### config.mk
export PLATFORM = sky130hd
export DESIGN_NAME = capture_reader
export DESIGN_NICKNAME = d
export VERILOG_FILES = /design/src/rtl/dso_pkg.sv /design/src/rtl/capture_reader_word_to_bytes.sv /design/src/rtl/capture_reader.sv
export SDC_FILE = /design/constraint.sdc
export NUM_CORES = 1
export LEC_CHECK = 0
export ABC_AREA = 1
export CORE_MARGIN = 10
export CORE_UTILIZATION = 26
export CTS_CLUSTER_DIAMETER = 200
export CTS_CLUSTER_SIZE = 12
export DETAILED_ROUTE_END_ITERATION = 12
export PLACE_DENSITY = 0.6
export SLEW_MARGIN = 5
export SYNTH_ARGS = -nofsm -noshare
export SYNTH_HDL_FRONTEND = slang
export SYNTH_SLANG_ARGS = --single-unit
### constraint.sdc
create_clock -name clk -period 2.2 [get_ports clk]
set_input_delay 0.66 -clock clk [delete_from_list [all_inputs] [get_ports clk]]
set_output_delay 0.66 -clock clk [all_outputs]
set_load 0.05 [all_outputs]
### src/rtl/dso_pkg.sv
// Shared definitions for the DSO capture readout path.
// State encoding depends on CAPTURE_READER_HEADER_EN: the header states
// HDR0/HDR1 exist only when that macro is defined.
package dso_pkg;

    // Sync byte that opens every frame when the header is enabled
    localparam logic [7:0] HDR_SYNC = 8'hA5;

    // Sample buffer read latency in cycles (rd_en -> rd_data)
    localparam int RD_LAT = 1;

`ifdef CAPTURE_READER_HEADER_EN
    typedef enum logic [2:0] {
        S_IDLE = 3'd0,
        S_HDR0 = 3'd1,
        S_HDR1 = 3'd2,
        S_RD   = 3'd3,
        S_WT   = 3'd4,
        S_HI   = 3'd5,
        S_LO   = 3'd6
    } state_t;
`else
    typedef enum logic [2:0] {
        S_IDLE = 3'd0,
        S_RD   = 3'd3,
        S_WT   = 3'd4,
        S_HI   = 3'd5,
        S_LO   = 3'd6
    } state_t;
`endif

endpackage

### src/rtl/capture_reader_word_to_bytes.sv
// word_to_bytes: holds one 16-bit buffer word and presents it as two bytes
// (high then low) on a valid/ready byte port. The phase (HI/LO) comes from
// the owning FSM; this block supplies the word register and byte steering.
module word_to_bytes (
    input  logic        clk,
    input  logic        load,
    input  logic [15:0] in_data,
    input  logic        sel_hi,
    input  logic        sel_lo,
    input  logic        last_in,
    input  logic        out_ready,
    output logic [7:0]  out_data,
    output logic        out_valid,
    output logic        out_last,
    output logic        byte_done
);

    logic [15:0] word;

    // Capture the buffer word; held unchanged through both byte phases and any stall
    always_ff @(posedge clk) begin
        if (load) begin
            word <= in_data;
        end
    end

    // Steer the selected half of the word to the byte port; zero when idle
    always_comb begin
        out_data = 8'h00;
        if (sel_hi) begin
            out_data = word[15:8];
        end else if (sel_lo) begin
            out_data = word[7:0];
        end
    end

    assign out_valid = sel_hi | sel_lo;
    assign out_last  = sel_lo & last_in;
    assign byte_done = out_valid & out_ready;

endmodule

### src/rtl/capture_reader.sv
// capture_reader: after a completed capture, walks the circular sample
// buffer from PRE_TRIG samples before the trigger and streams each 16-bit
// sample as two bytes (MSB first). cap_ready stays low until the whole
// frame has drained. Define CAPTURE_READER_HEADER_EN to prefix each frame
// with a sync byte and the trigger address.
module capture_reader
    import dso_pkg::*;
#(
    parameter int DEPTH    = 4,
    parameter int PRE_TRIG = 16
) (
    input  logic             clk,
    input  logic             rst,
    input  logic             cap_valid,
    output logic             cap_ready,
    input  logic [DEPTH:0]   trig_addr,
    output logic             rd_en,
    output logic [DEPTH:0]   rd_addr,
    input  logic [15:0]      rd_data,
    output logic [7:0]       out_data,
    output logic             out_valid,
    input  logic             out_ready,
    output logic             out_last,
    output logic             busy
);

    localparam int AW = DEPTH + 1;
    localparam int N  = 2 ** AW;
    localparam logic [AW-1:0] PRE_OFF  = AW'(PRE_TRIG);
    localparam logic [AW-1:0] CNT_LAST = AW'(N - 1);

    // Elaboration-time parameter checks
    if (PRE_TRIG < 0 || PRE_TRIG > N - 1) begin : g_chk_pretrig
        $error("capture_reader: PRE_TRIG must be in 0..N-1");
    end
    if (RD_LAT != 1) begin : g_chk_rdlat
        $error("capture_reader: FSM assumes a single WT cycle of read latency");
    end
`ifdef CAPTURE_READER_HEADER_EN
    if (AW > 8) begin : g_chk_hdr
        $error("capture_reader: trigger address does not fit the header byte");
    end
`endif

    state_t          state;
    state_t          state_nxt;
    logic [AW-1:0]   start;
    logic [AW-1:0]   cnt;
    logic            handshake;
    logic            ser_load;
    logic            ser_hi;
    logic            ser_lo;
    logic            ser_last_in;
    logic [7:0]      ser_data;
    logic            ser_valid;
    logic            ser_last;
    logic            ser_done;
`ifdef CAPTURE_READER_HEADER_EN
    logic [AW-1:0]   taddr;
`endif

    assign handshake   = (state == S_IDLE) & cap_valid;
    assign ser_load    = (state == S_WT);
    assign ser_hi      = (state == S_HI);
    assign ser_lo      = (state == S_LO);
    assign ser_last_in = (cnt == CNT_LAST);

    word_to_bytes u_ser (
        .clk       (clk),
        .load      (ser_load),
        .in_data   (rd_data),
        .sel_hi    (ser_hi),
        .sel_lo    (ser_lo),
        .last_in   (ser_last_in),
        .out_ready (out_ready),
        .out_data  (ser_data),
        .out_valid (ser_valid),
        .out_last  (ser_last),
        .byte_done (ser_done)
    );

    // State register
    always_ff @(posedge clk) begin
        if (rst) begin
            state <= S_IDLE;
        end else begin
            state <= state_nxt;
        end
    end

    // Word counter: cleared on accept, advances when a non-final low byte is taken
    always_ff @(posedge clk) begin
        if (rst) begin
            cnt <= '0;
        end else if (handshake) begin
            cnt <= '0;
        end else if (ser_lo && ser_done && (cnt != CNT_LAST)) begin
            cnt <= cnt + 1'b1;
        end
    end

    // Latch frame start (and trigger address) at the capture handshake only
    always_ff @(posedge clk) begin
        if (handshake) begin
            start <= trig_addr - PRE_OFF;
`ifdef CAPTURE_READER_HEADER_EN
            taddr <= trig_addr;
`endif
        end
    end

    // Next-state logic
    always_comb begin
        state_nxt = state;
        case (state)
            S_IDLE: begin
                if (cap_valid) begin
`ifdef CAPTURE_READER_HEADER_EN
                    state_nxt = S_HDR0;
`else
                    state_nxt = S_RD;
`endif
                end
            end
`ifdef CAPTURE_READER_HEADER_EN
            S_HDR0:  if (out_ready) state_nxt = S_HDR1;
            S_HDR1:  if (out_ready) state_nxt = S_RD;
`endif
            S_RD:    state_nxt = S_WT;
            S_WT:    state_nxt = S_HI;
            S_HI:    if (ser_done) state_nxt = S_LO;
            S_LO: begin
                if (ser_done) begin
                    state_nxt = (cnt == CNT_LAST) ? S_IDLE : S_RD;
                end
            end
            default: state_nxt = S_IDLE;
        endcase
    end

    // Output decode from the state register and held data registers
    always_comb begin
        cap_ready = (state == S_IDLE);
        busy      = (state != S_IDLE);
        rd_en     = (state == S_RD);
        rd_addr   = '0;
        if (state == S_RD) begin
            rd_addr = start + cnt;
        end
        out_valid = ser_valid;
        out_data  = ser_data;
        out_last  = ser_last;
`ifdef CAPTURE_READER_HEADER_EN
        if (state == S_HDR0) begin
            out_valid = 1'b1;
            out_data  = HDR_SYNC;
        end else if (state == S_HDR1) begin
            out_valid = 1'b1;
            out_data  = 8'(taddr);
        end
`endif
    end

endmodule

Word-level counts from Yosys, hierarchy flattened
Cells that the tools add are included.
{ "totals": {"elab_cells": 34, "inputBits": 25, "reg_bits": 29, "output_inout_bits": 18} }
{ "op_classes": {"reduce_logical": 6, "add_sub_neg": 3, "eq_ne": 9, "bitwise": 4, "muxes": 8} }
{ "ops": {"columns": ["operator", "n"], "rows": [
  ["$mux W8", 2],
  ["$pmux W3 S5", 1],
  ["$eq A3 B3 Y1 const B", 3],
  ["$mux W3", 3],
  ["$add A5 B1 Y5 const B", 1],
  ["$add A5 B5 Y5", 1],
  ["$eq A5 B5 Y1 const B", 1],
  ["$mux W5", 1],
  ["$ne A5 B5 Y1 const B", 1],
  ["$sub A5 B5 Y5 const B", 1],
  ["$ne A2 B2 Y1 const B", 2],
  ["$and A1 B1 Y1", 3],
  ["$eq A3 B2 Y1 const B", 1],
  ["$logic_not A3 Y1", 1],
  ["$reduce_and A3 Y1", 1],
  ["$reduce_bool A3 Y1", 1],
  ["$logic_and A1 B1 Y1", 2],
  ["$mux W2", 1],
  ["$ne A2 B1 Y1 const B", 1],
  ["$reduce_or A2 Y1", 1],
  ["$or A1 B1 Y1", 1]
]} }

Logic depth before layout (Yosys ltp)
{ "depth": {"word_depth": 5, "mapped_depth": 11} }

Cells and area by module
A second synthesis with hierarchy kept.
{ "unflattened": {"hier_cells": 160, "area_unflattened_um2": 1478.9} }
{ "by_module_without_submodules": {"columns": ["module", "instances", "area_each_um2", "cells_each"], "rows": [
  ["capture_reader", 1, 850.8, 113],
  ["word_to_bytes", 1, 628.1, 47]
]} }

Worst setup path after synthesis
OpenSTA, ideal clock, no wires.
{ "synth_path": {"kind": "register to output", "startpoint": "reg cnt[0]", "endpoint": "out rd_addr[4]", "stages_incl_launch_ff": 11, "setup_slack_ns": -0.374, "path_buffers": 0, "t_arrival_ns": 1.914, "cell_sequence": "dfxtp_1 > ha_1 > inv_1 > fa_1 > inv_1 > nand2_1 > nand2_1 > nand2_1 > nand3b_1 > nand2_1 > nor2_1"} }
{ "synth_via": {"elab_chain_len": 2} }
{ "synth_rtl": {"columns": ["item", "line", "text"], "rows": [
  ["start, declared", "capture_reader.sv:48", "logic [AW-1:0] cnt;"],
  ["start signal, assigned", "capture_reader.sv:98", "cnt <= cnt + 1'b1;"],
  ["$add A5 B5 Y5", "capture_reader.sv:148", "rd_addr = start + cnt;"],
  ["$mux W5", "capture_reader.sv:147", "if (state == S_RD) begin"],
  ["end, declared", "capture_reader.sv:18", "output logic [DEPTH:0] rd_addr,"]
]} }
Every way passes these cells.

Final worst setup path
Ends and elaborated chain as after synthesis.

==> summary.txt <==
Status
  – Status: complete, but fails checks
  – Failing checks: setup timing

Synthesis
  – Syn Area/Cell: 10.1 um^2
  – Top FF cell, synth: edfxtp_1
  – Most instantiated cells after synthesis: nand2_1 (29), inv_1 (22), edfxtp_1 (21)
  – Area leader, netlist: edfxtp_1
  – Fraction of registers with async set/reset: 0
  – Number of distinct library cells after synthesis: 21
  – Synth top area cells: edfxtp_1 (45%), dfxtp_1 (11%), nand2_1 (7.7%)
  – Yosys top cell area share: 0.448
  – Ys Warns: 0
  – Syn nets: 171
  – EDFF count, synth: 21
  – Part of the Yosys area used for sequential elements: 0.562
  – Mapped Cells: 139
  – Register bit total from synthesis: 29
  – Count leader, synth: nand2_1
  – Synth Cell Area: 1410 um^2

Drt
  – Via density: 4.18
  – Drt drc: 0
  – Final wirelength: 3390 um
  – Total number of vias: 1,137
  – Drt pass-1 iters: 4
  – Violation count after the first detailed-route iteration: 49
  – DRT antenna net count: 0
  – Wire per inst: 12.5 um

Timing
  – Tcrit/Tclk final: 1.12
  – Period minus WS final: 2.47 ns
  – Slew headroom: 0.610
  – Final Max Slew Viols: 0
  – Worst-margin pin slew: 0.585 ns
  – Fmax: 0.406 GHz
  – Setup TNS: -0.400 ns
  – # setup viols final: 4
  – Hold slack: 0.501 ns
  – Hold Vio Cnt, Final: 0
  – RSZ-0062 raised after global routing: yes
  – Worst setup margin: -0.266 ns
  – Clock skew: 0.00610 ns

Power
  – Leakage power: 0.946 nW
  – Total power: 2.31 mW
  – Pwr/cell area: 975 nW/um^2
  – Peak VDD IR: 0.560 mV

Global route
  – GRT Util Overall: 0.0828
  – M2 GR Usage: 0.151
  – Met1 usage in global routing: 0.0807
  – Vias in the first global route: 1,181
  – GRT Max-Usage Layer: met2
  – Antenna violations before repair: 0
  – First-pass GRT wire length: 5640 um
  – Largest net degree at the start of global routing: 17
  – Met3 GRT Util: 0.0256
  – Grt total ovfl: 0

Clock network
  – Clock latency on the worst-skew pair: 0.28 ns
  – TritonCTS clock tree: built
  – H-tree depth: 2
  – CTS Sinks: 29
  – Clk slew on worst S/H paths: 0.06 ns
  – Total CTS buffers: 5
  – CTS max path bufs: 2
  – Clk root buf: clkbuf_8
  – Post-CTS Hold Fix Bufs: 0

Critical path
  – Flop-to-flop setup slack: 0.50 ns
  – Most used cell, CP: nand2_1
  – Max stage delay on crit path: 0.33 ns
  – Critical path type: reg2out
  – CP bufs+invs: 3
  – CP top delay family: adder cells
  – Max FO, Critical Path: 2
  – Crit start category: flip-flop
  – Slowest cell on the critical path: dfxtp_2
  – Endpoint class of the critical path: output pin
  – Crit-path cells: ha_2 -> inv_2 -> fa_2 -> inv_2 -> nand2_2 -> nand2_1 -> nand2_1 -> nand3b_1 -> nand2_1 -> nor2_2 -> buf_12
  – Critical path arrival: 1.81 ns
  – Critical Path RT: 1.54 ns

Floorplan
  – Core ar.: 5170 um^2
  – Rows: 26
  – Die area: 8750 um^2
  – I/O Pins: 43
  – Initial Util: 0.272
  – DIE WIDTH: 93.5 um
  – Chip Height: 93.5 um

Finish
  – Final core occ: 0.458
  – Nets: 233
  – Share of cells above drive strength 1: 0.371
  – Final-layout fill cell count: 458
  – # diodes: 0
  – Area added between synthesis and finish: 68.6%
  – Non-Filler Instances: 272
  – Finished Cell Area: 2370 um^2

Job
  – Max cap viols: 0

Placed design
  – Detailed placement HPWL: 2640 um
  – Place WS: -0.0480 ns
  – Placed Instances: 256
  – Placed standard-cell area: 2140 um^2
  – IO Port Bufs: 42
  – GP Congestion: 0.793

Worst hold path
  – HP Class: reg2reg
## per-layer routing
| layer | vias to the layer above | part of all wire |
|---|---|---|
| li1 | 580 | - |
| met2 | 19 | 0.60 |
| met3 | 6 | 0.050 |
| met4 | 0 | 0.018 |
| met1 | 532 | 0.34 |
| met5 | - | 0 |
## where the power goes
| group | internal [mW] | switching, mW | total (mW) |
|---|---|---|---|
| Clock | 0.247 | 0.188 | 0.434 |
| Sequential | 0.727 | 0.0626 | 0.790 |
| Combinational | 0.476 | 0.612 | 1.09 |
| Total | 1.45 | 0.862 | 2.31 |
## state kept, by name (all words and copies together), names as in the netlist
| register | count |
|---|---|
| cnt | 5 |
| start | 5 |
| state | 3 |
| u_ser.word | 16 |
## cells by family after synthesis
| kind of cell | synth area share |
|---|---|
| fa+ha+maj | 0.0676 |
| xor+xnor | 0.0249 |
| simple gates | 0.184 |
| buf+inv | 0.0703 |
| flops | 0.562 |
| compound gates | 0.0907 |
## worst min-delay path, stage by stage, from the launching register on
cell and delay [ns]:
dfxtp_1 0.33, nand2_1 0.08, a21oi_2 0.05
## cells in the final DEF, fill, tap and decap left out, drive strengths merged, types with 4 or more instances in the layout
| master | count |
|---|---|
| nand3 | 9 |
| clkdlybuf4s50 | 24 |
| a22o | 8 |
| xor2 | 4 |
| buf | 32 |
| inv | 22 |
| nand2 | 30 |
| ha | 6 |
| a21oi | 6 |
| nor2 | 19 |
| dfxtp | 8 |
| edfxtp | 21 |
| clkbuf | 6 |
## area by class of cell
cell class | instances | area [um^2] | share of cell area
tap | 70 | 87.6 | 0.0369
clock inverter | 2 | 8.76 | 0.00369
multi-input combinational | 86 | 583 | 0.246
sequential | 29 | 796 | 0.336
timing repair buffer | 56 | 726 | 0.306
clock buffer | 6 | 82.6 | 0.0348
inverter | 23 | 87.6 | 0.0369
## worst paths after layout
| check | from | to | cells after the start |
|---|---|---|---|
| worst min-delay path | cnt[3] | cnt[3] | 2 |
| worst max-delay path | cnt[0] | rd_addr[4] | 11 |
| worst min register to register | cnt[3] | cnt[3] | 2 |
| worst max register to register | cnt[1] | cnt[3] | 12 |
## repair_timing
| item | 4_1_cts | 5_1_grt |
|---|---|---|
| setup buffers | 2 | 6 |
| gates resized for setup | 11 | 10 |
| endpoints found under the setup margin | 5 | 14 |
| pin swaps | 5 | 10 |
(Power assumes the default switching activity.)
